[config.mk]
export PLATFORM = sky130hd
export DESIGN_NAME = bnn_infer_sched
export DESIGN_NICKNAME = d
export VERILOG_FILES = /design/src/rtl/bnn_sched_pkg.sv /design/src/rtl/bnn_infer_sched_rr_arbiter.sv /design/src/rtl/bnn_infer_sched.sv
export SDC_FILE = /design/constraint.sdc
export NUM_CORES = 1
export LEC_CHECK = 0
export ABC_CLOCK_PERIOD_IN_PS = 3730
export CAP_MARGIN = 30
export CORE_MARGIN = 2
export CORE_UTILIZATION = 35
export DETAILED_ROUTE_END_ITERATION = 6
export PLACE_DENSITY = 0.79
export SYNTH_ARGS = -nofsm -noshare
export SYNTH_HDL_FRONTEND = slang
export SYNTH_HIERARCHICAL = 1
export SYNTH_SLANG_ARGS = --single-unit
[constraint.sdc]
create_clock -name clk -period 3.73 [get_ports clk]
set_input_delay 0.746 -clock clk [delete_from_list [all_inputs] [get_ports clk]]
set_output_delay 0.746 -clock clk [all_outputs]
set_load 0.02 [all_outputs]
[src/rtl/bnn_sched_pkg.sv]
// Shared types and default sizing for the BNN inference scheduler.
// The defaults describe the Har 12x40x6 serial core instance.
package bnn_sched_pkg;

  localparam int DEF_REQ_CNT   = 4;
  localparam int DEF_FEAT_CNT  = 12;
  localparam int DEF_FEAT_BITS = 4;
  localparam int DEF_CLASS_CNT = 6;
  localparam int DEF_LATENCY   = 52;

  typedef enum logic [1:0] {
    IDLE = 2'd0,
    LOAD = 2'd1,
    RUN  = 2'd2,
    RESP = 2'd3
  } sched_state_e;

  // Width of one packed feature vector.
  function automatic int feat_w(input int feat_cnt, input int feat_bits);
    return feat_cnt * feat_bits;
  endfunction

endpackage

[src/rtl/bnn_infer_sched_rr_arbiter.sv]
// Combinational round-robin arbiter: scans upward from i_ptr, wrapping,
// and returns a one-hot grant plus its encoded index.
module rr_arbiter #(
  parameter int N     = 4,
  parameter int IDX_W = $clog2(N)
) (
  input  logic [N-1:0]     i_req,
  input  logic [IDX_W-1:0] i_ptr,
  output logic [N-1:0]     o_grant,
  output logic [IDX_W-1:0] o_idx,
  output logic             o_any
);

  always_comb begin
    int c;
    // NOTE: every output gets a default before the loop so no path leaves it unassigned (no latch).
    o_grant = '0;
    o_idx   = '0;
    o_any   = 1'b0;
    c       = 0;
    for (int k = 0; k < N; k++) begin
      c = int'(i_ptr) + k;
      if (c >= N) c = c - N;
      if (!o_any && i_req[IDX_W'(c)]) begin
        o_any               = 1'b1;
        o_grant[IDX_W'(c)]  = 1'b1;
        o_idx               = IDX_W'(c);
      end
    end
  end

endmodule

[src/rtl/bnn_infer_sched.sv]
// Shares one serial BNN inference core among several requesters: grants one
// at a time round-robin, restarts the core, waits its latency, returns the class.
module bnn_infer_sched
  import bnn_sched_pkg::*;
#(
  parameter int REQ_CNT   = DEF_REQ_CNT,
  parameter int FEAT_CNT  = DEF_FEAT_CNT,
  parameter int FEAT_BITS = DEF_FEAT_BITS,
  parameter int CLASS_CNT = DEF_CLASS_CNT,
  parameter int LATENCY   = DEF_LATENCY
) (
  input  logic                                  clk,
  input  logic                                  rst,
  input  logic [REQ_CNT-1:0]                    req_valid,
  output logic [REQ_CNT-1:0]                    req_ready,
  input  logic [REQ_CNT*FEAT_CNT*FEAT_BITS-1:0] req_features,
  output logic                                  resp_valid,
  input  logic                                  resp_ready,
  output logic [$clog2(REQ_CNT)-1:0]            resp_id,
  output logic [$clog2(CLASS_CNT)-1:0]          resp_class,
  output logic                                  busy,
  output logic                                  core_restart,
  output logic [FEAT_CNT*FEAT_BITS-1:0]         core_features,
  input  logic [$clog2(CLASS_CNT)-1:0]          core_prediction
);

  localparam int VEC_W = feat_w(FEAT_CNT, FEAT_BITS);
  localparam int ID_W  = $clog2(REQ_CNT);
  localparam int CLS_W = $clog2(CLASS_CNT);
  localparam int CNT_W = $clog2(LATENCY + 1);
  localparam logic [ID_W-1:0]  LAST_ID  = ID_W'(REQ_CNT - 1);
  localparam logic [CNT_W-1:0] LAST_CNT = CNT_W'(LATENCY - 1);

  sched_state_e     r_state, w_next;
  logic [ID_W-1:0]  r_rr_ptr, r_resp_id, w_grant_idx;
  logic [CLS_W-1:0] r_resp_class;
  logic [CNT_W-1:0] r_cnt;
  logic [VEC_W-1:0] r_core_features, w_sel_feat;
  logic [REQ_CNT-1:0] w_grant;
  logic             w_grant_any, w_take;

  rr_arbiter #(.N(REQ_CNT), .IDX_W(ID_W)) u_arb (
    .i_req   (req_valid),
    .i_ptr   (r_rr_ptr),
    .o_grant (w_grant),
    .o_idx   (w_grant_idx),
    .o_any   (w_grant_any)
  );

  assign w_take = (r_state == IDLE) && w_grant_any;

  // The grant is one-hot, so at most one slice is selected.
  always_comb begin
    w_sel_feat = '0;
    for (int i = 0; i < REQ_CNT; i++)
      if (w_grant[i]) w_sel_feat = req_features[i*VEC_W +: VEC_W];
  end

  always_ff @(posedge clk or negedge rst) begin
    // NOTE: sequential state uses non-blocking assignments so every flop samples pre-edge values.
    if (!rst) r_state <= IDLE;
    else      r_state <= w_next;
  end

  always_comb begin
    w_next = r_state;
    case (r_state)
      IDLE:    if (w_grant_any) w_next = LOAD;
      LOAD:    w_next = RUN;
      RUN:     if (r_cnt == LAST_CNT) w_next = RESP;
      RESP:    if (resp_ready) w_next = IDLE;
      default: w_next = IDLE;
    endcase
  end

  always_comb begin
    req_ready    = '0;
    resp_valid   = 1'b0;
    busy         = 1'b1;
    core_restart = 1'b0;
    case (r_state)
      IDLE: begin
        req_ready = w_grant;
        busy      = 1'b0;
      end
      LOAD:    core_restart = 1'b1;
      RESP:    resp_valid   = 1'b1;
      default: ;
    endcase
  end

  always_ff @(posedge clk or negedge rst) begin
    if (!rst) begin
      r_rr_ptr        <= '0;
      r_core_features <= '0;
      r_resp_id       <= '0;
      r_resp_class    <= '0;
      r_cnt           <= '0;
    end else begin
      if (w_take) begin
        r_core_features <= w_sel_feat;
        r_resp_id       <= w_grant_idx;
        r_rr_ptr        <= (w_grant_idx == LAST_ID) ? '0 : w_grant_idx + ID_W'(1);
      end
      if (r_state == LOAD) begin
        r_cnt <= '0;
      end else if (r_state == RUN) begin
        // The core output is only meaningful on the last RUN cycle.
        if (r_cnt == LAST_CNT) r_resp_class <= core_prediction;
        else                   r_cnt        <= r_cnt + CNT_W'(1);
      end
    end
  end

  assign resp_id       = r_resp_id;
  assign resp_class    = r_resp_class;
  assign core_features = r_core_features;

endmodule

==> results <==
- The flow ran to the end, and the final reports show no timing, DRC or antenna violations.
- The critical path in this run is classified as in -> out.
- The count of flip-flops with a built-in enable after synthesis is 0.
- The main combinational cell family by area after synthesis is compound AO/OA/AOI/OAI gates.
- After synthesis, the share of flip-flops with an asynchronous set or reset is 100%.
- In this run the critical register-to-register path is launched from r_rr_ptr[0].
- The cell family contributing the most delay on the critical path is buffers and inverters.
- Summing the areas of all compound-gate instances in the mapped netlist gives 35.0% of the synthesized area.
- In this run, placement finished with an instance count of 932.
- The average footprint of a synthesized cell is 8.48 µm².
- The internal cell power is 3.99 mW.
- Once detail routing completed, the nets flagged for antenna violations numbered 0.
- The switching power as a share of total power is 45.5%.
- The quantity of hold-fixing buffers added after cts is 0.
- The number of nets produced by synthesis is 742.
- The length of the first detailed-routing pass in iterations is 7.
- The standard cell with the maximum stage delay on the critical path is sky130_fd_sc_hd__mux4_2.
- The combined area of all synthesized cells is 0.00445 mm².
- Of the total synthesized cell area, the portion taken by AND, OR, NAND and NOR gates is 10.8%.
- The final period utilization is 97.6%.
- The launch instance of the worst min-delay path is resp_id[0].
- The first global-routing pass estimated 24400 µm of wire.
- The part of the power in combinational logic is 71.9%.
- In the final routed layout, each cell accounts on average for 17.3 µm.
- The distinct cell type count of the synthesized netlist is 36.
- The dominant synthesized flop cell is sky130_fd_sc_hd__dfrtp_1.
- The signed area change from the synthesized netlist to the final layout is 71.4%.
- The sequential-to-total area share from yosys stat is 35.4%.
- The die covers 0.0136 mm².
- The number of nets in the layout is 989.
- The synthesized instance count is 525.
- After synthesis, the share of cell area in mux cells is 4.41%.
- The largest total area in the synthesized netlist belongs to sky130_fd_sc_hd__dfrtp_1.
- The number of warnings reported in the yosys synthesis log is 6.
- For this design the total switching power over the nets is 3.33 mW.
- After synthesis, the cell types taking the most area are sky130_fd_sc_hd__dfrtp_1 (35%), sky130_fd_sc_hd__a21oi_1 (11%), sky130_fd_sc_hd__a211o_1 (9.4%).
- After floorplanning, the core was sized to cover 0.0125 mm².
- After Yosys synthesis, full adders, half adders and majority gates account for 4.21% of the synthesized area.
- The register-to-register path setup slack is 0.58 ns.
- The share of synthesized area in the top cell type comes to 35.4%.
- Buffers placed on the I/O ports in this run total 261.
- The reg-to-reg endpoint is core_features[2].
- No sink is reached through more buffers than the 2 on the longest clock path.
- Entering global routing, the biggest net connects 97 pins.
- The clock skew after layout is 0.00845 ns.
- The number of vias per cell after detailed routing is 5.38.
- The root buffer cell is sky130_fd_sc_hd__clkbuf_16.
- The leakage power is 3.29 nW.
- Sequential cells account for 17.4% of the total power.
- The relative slew slack is 32.6%.
- IR analysis of the VDD net gives a maximum drop of 0.473 mV.
- Setup repair after global routing left no endpoint under its margin.
- The final layout contains routed wiring with a total length of 16400 µm.
- Summing the areas of all xor and xnor instances in the mapped netlist gives 0% of the synthesized area.
- The worst hold path terminates at resp_id[0].
- 262 I/O pins were placed.
- The startpoint of the worst setup timing path is req_valid[1].
- For this block, the initial DRC count from the detailed router was 287.
- Per report_power, the clock group accounts for 10.7% of the total.
- The data arrival time of the critical path is 2.89 ns.
- The post-synthesis register bit count is 63.
- The die is 117 µm tall.
- The global routing usage summed across all routing layers is 23.0%.
- The count of inserted antenna diode cells is 0.
- For this configuration, the core starts out at a cell density of 35.6%.
- The max-slew violation total from the final report came to 0.
- The hold violation total from the final report is 0.
- The number of global-route vias before repair came to 4980.
- Subtracting the final worst setup slack from the clock period gives 3.64 ns.
- Excluding fillers, the count of instances in the completed layout stands at 948.
- The reported max-cap violation count is 0.
- The worst setup path is launched from an input port.
- The worst slack on hold paths is 0.491 ns.
- The remaining global-route overflow is 0.
- The number of stages on the worst setup path is 7.
- The number of instances on the worst hold path is 2.
- The peak fanout along the critical path is 5.
- For this run, the top clock speed supported by timing is 275 MHz.
- The remaining design rule violation count is 0.
- The H-tree depth is 3.
- In this run the core area contains 41 standard-cell rows.
- The total negative slack for setup checks is 0 ns.
- Power spread over the standard cell area amounts to 958 mW/mm².
- The number of buffers and inverters on the critical path is 2.
- The number of clock buffers inserted by TritonCTS is 9.
- The clock insertion delay at the later pin of the skew report is 0.32 ns.
- The layout cell share with drive strength beyond 1 is 8.89%.
- The critical path required time is 2.98 ns.
- The HPWL after detailed placement is 12200 µm.
- The maximum cell stage delay along the critical path is 0.56 ns.
- The number of antenna violations at the first check in global routing came to 0.
- The nature of the critical path endpoint is a primary output.
- For the pin with the worst max-slew slack, the measured transition is 1.01 ns.
- The final route contains 5103 vias.
- At the end of routability-driven placement, the weighted congestion stood at 0.902.
- In this run the horizontal extent of the chip is 117 µm.
- The clock-pin transition on the worst setup and hold timing paths is 0.05 ns.
- The length in cells of the worst reg-to-reg path is 11.
- The total setup violations reported at the end of the flow is 0.
- The path class of the tightest hold or removal check is reg -> reg.
- The count of clock tree sinks is 63.
- The critical path goes through clkdlybuf4s50_1, mux4_2, nor4b_1, a31oi_2, nand3_4, and2_1, dlygate4sd2_1.
- The TritonCTS clock tree is built.
## through the flow
step	cell area (µm²)	worst slack, ns	util [%]	power [mW]
CTS	7610	0.0376	60.8	7.34
detailed placement	7310	-0.270	58.4	6.49
floorplan	4460	0.0508	-	4.68
finish	7640	0.0907	61.0	7.32
global route	7640	0.0118	61.0	7.88
global placement	7290	-0.129	58.2	6.31
## cell families (layout without fill, tap and decap cells)
kind of cell | after synthesis | count (layout)
adders and majority gates | 15 | 15
buffers and inverters | 108 | 359
DFF | 63 | 63
AOI/OAI and AO/OA | 220 | 220
and+or+nand+nor | 105 | 105
muxes | 14 | 14
## final cells by class
class,instances,area (µm²)
fillers,1114,4880
flip-flops and latches,63,1580
well taps,172,215
clock buffers,12,267
clock inverters,3,17.5
repair buffers,284,2840
multi-input cells,354,2500
inverters,60,225
## cells in the mapped netlist (all sizes together) (7+ instances only)
library cell	instances
a211o	48
nor2	53
clkbuf	32
nand3	8
nor2b	8
buf	16
inv	60
o22ai	7
ha	15
nand2	21
dfrtp	63
a21oi	99
a221oi	50
## cells in the final DEF, fill, tap and decap left out, drive strengths merged, types with 12 or more instances in the layout
master | Yosys | final
a221oi | 50 | 50
clkbuf | 32 | 12
dfrtp | 63 | 63
ha | 15 | 15
buf | 16 | 24
a21oi | 99 | 99
a211o | 48 | 48
nor2 | 53 | 53
clkdlybuf4s50 | 0 | 255
nand2 | 21 | 21
inv | 60 | 60
## worst min-delay path: cells and delay by family (launching register included)
family / cells / cell delay (ns)
DFF: 1 / 0.34
and+or+nand+nor: 2 / 0.11
## power groups by stage
stage          registers (mW)  logic (mW)  clock network (mW)
3_5_place_dp             1.28        5.21                   0
5_1_grt                  1.32        5.73               0.836
4_1_cts                  1.27        5.26               0.807
3_3_place_gp             1.26        5.05                   0
2_1_floorplan            1.61        3.07                   0
6_report                 1.27        5.26               0.783
## worst max path at each step
stage / slack (ns) / endpoint
after floorplan: 0.05 / req_ready[1]
after global placement: -0.13 / req_ready[3]
after detailed placement: -0.27 / req_ready[3]
after CTS: 0.04 / req_ready[1]
after global routing: 0.01 / req_ready[3]
final: 0.09 / req_ready[3]
## state kept, by name (all words and copies together), names as in the netlist
signal	cells
core_features	48
resp_class	3
r_cnt	6
r_state	2
r_rr_ptr	2
resp_id	2
## layer usage
layer | global-route usage, % | routed length, µm | part of all wire, %
met5 | 0 | 0 | 0
met3 | 6.02 | 1260 | 7.7
met4 | 8.08 | 362 | 2.2
met2 | 42.5 | 8660 | 53
met1 | 25.4 | 6130 | 37
## repair_timing
action                                  in CTS  in global routing
endpoints found under the setup margin       4                  3
setup buffers                                1                  0
resized for setup                            7                  5
No activity file was read; power rests on OpenSTA's default activity.
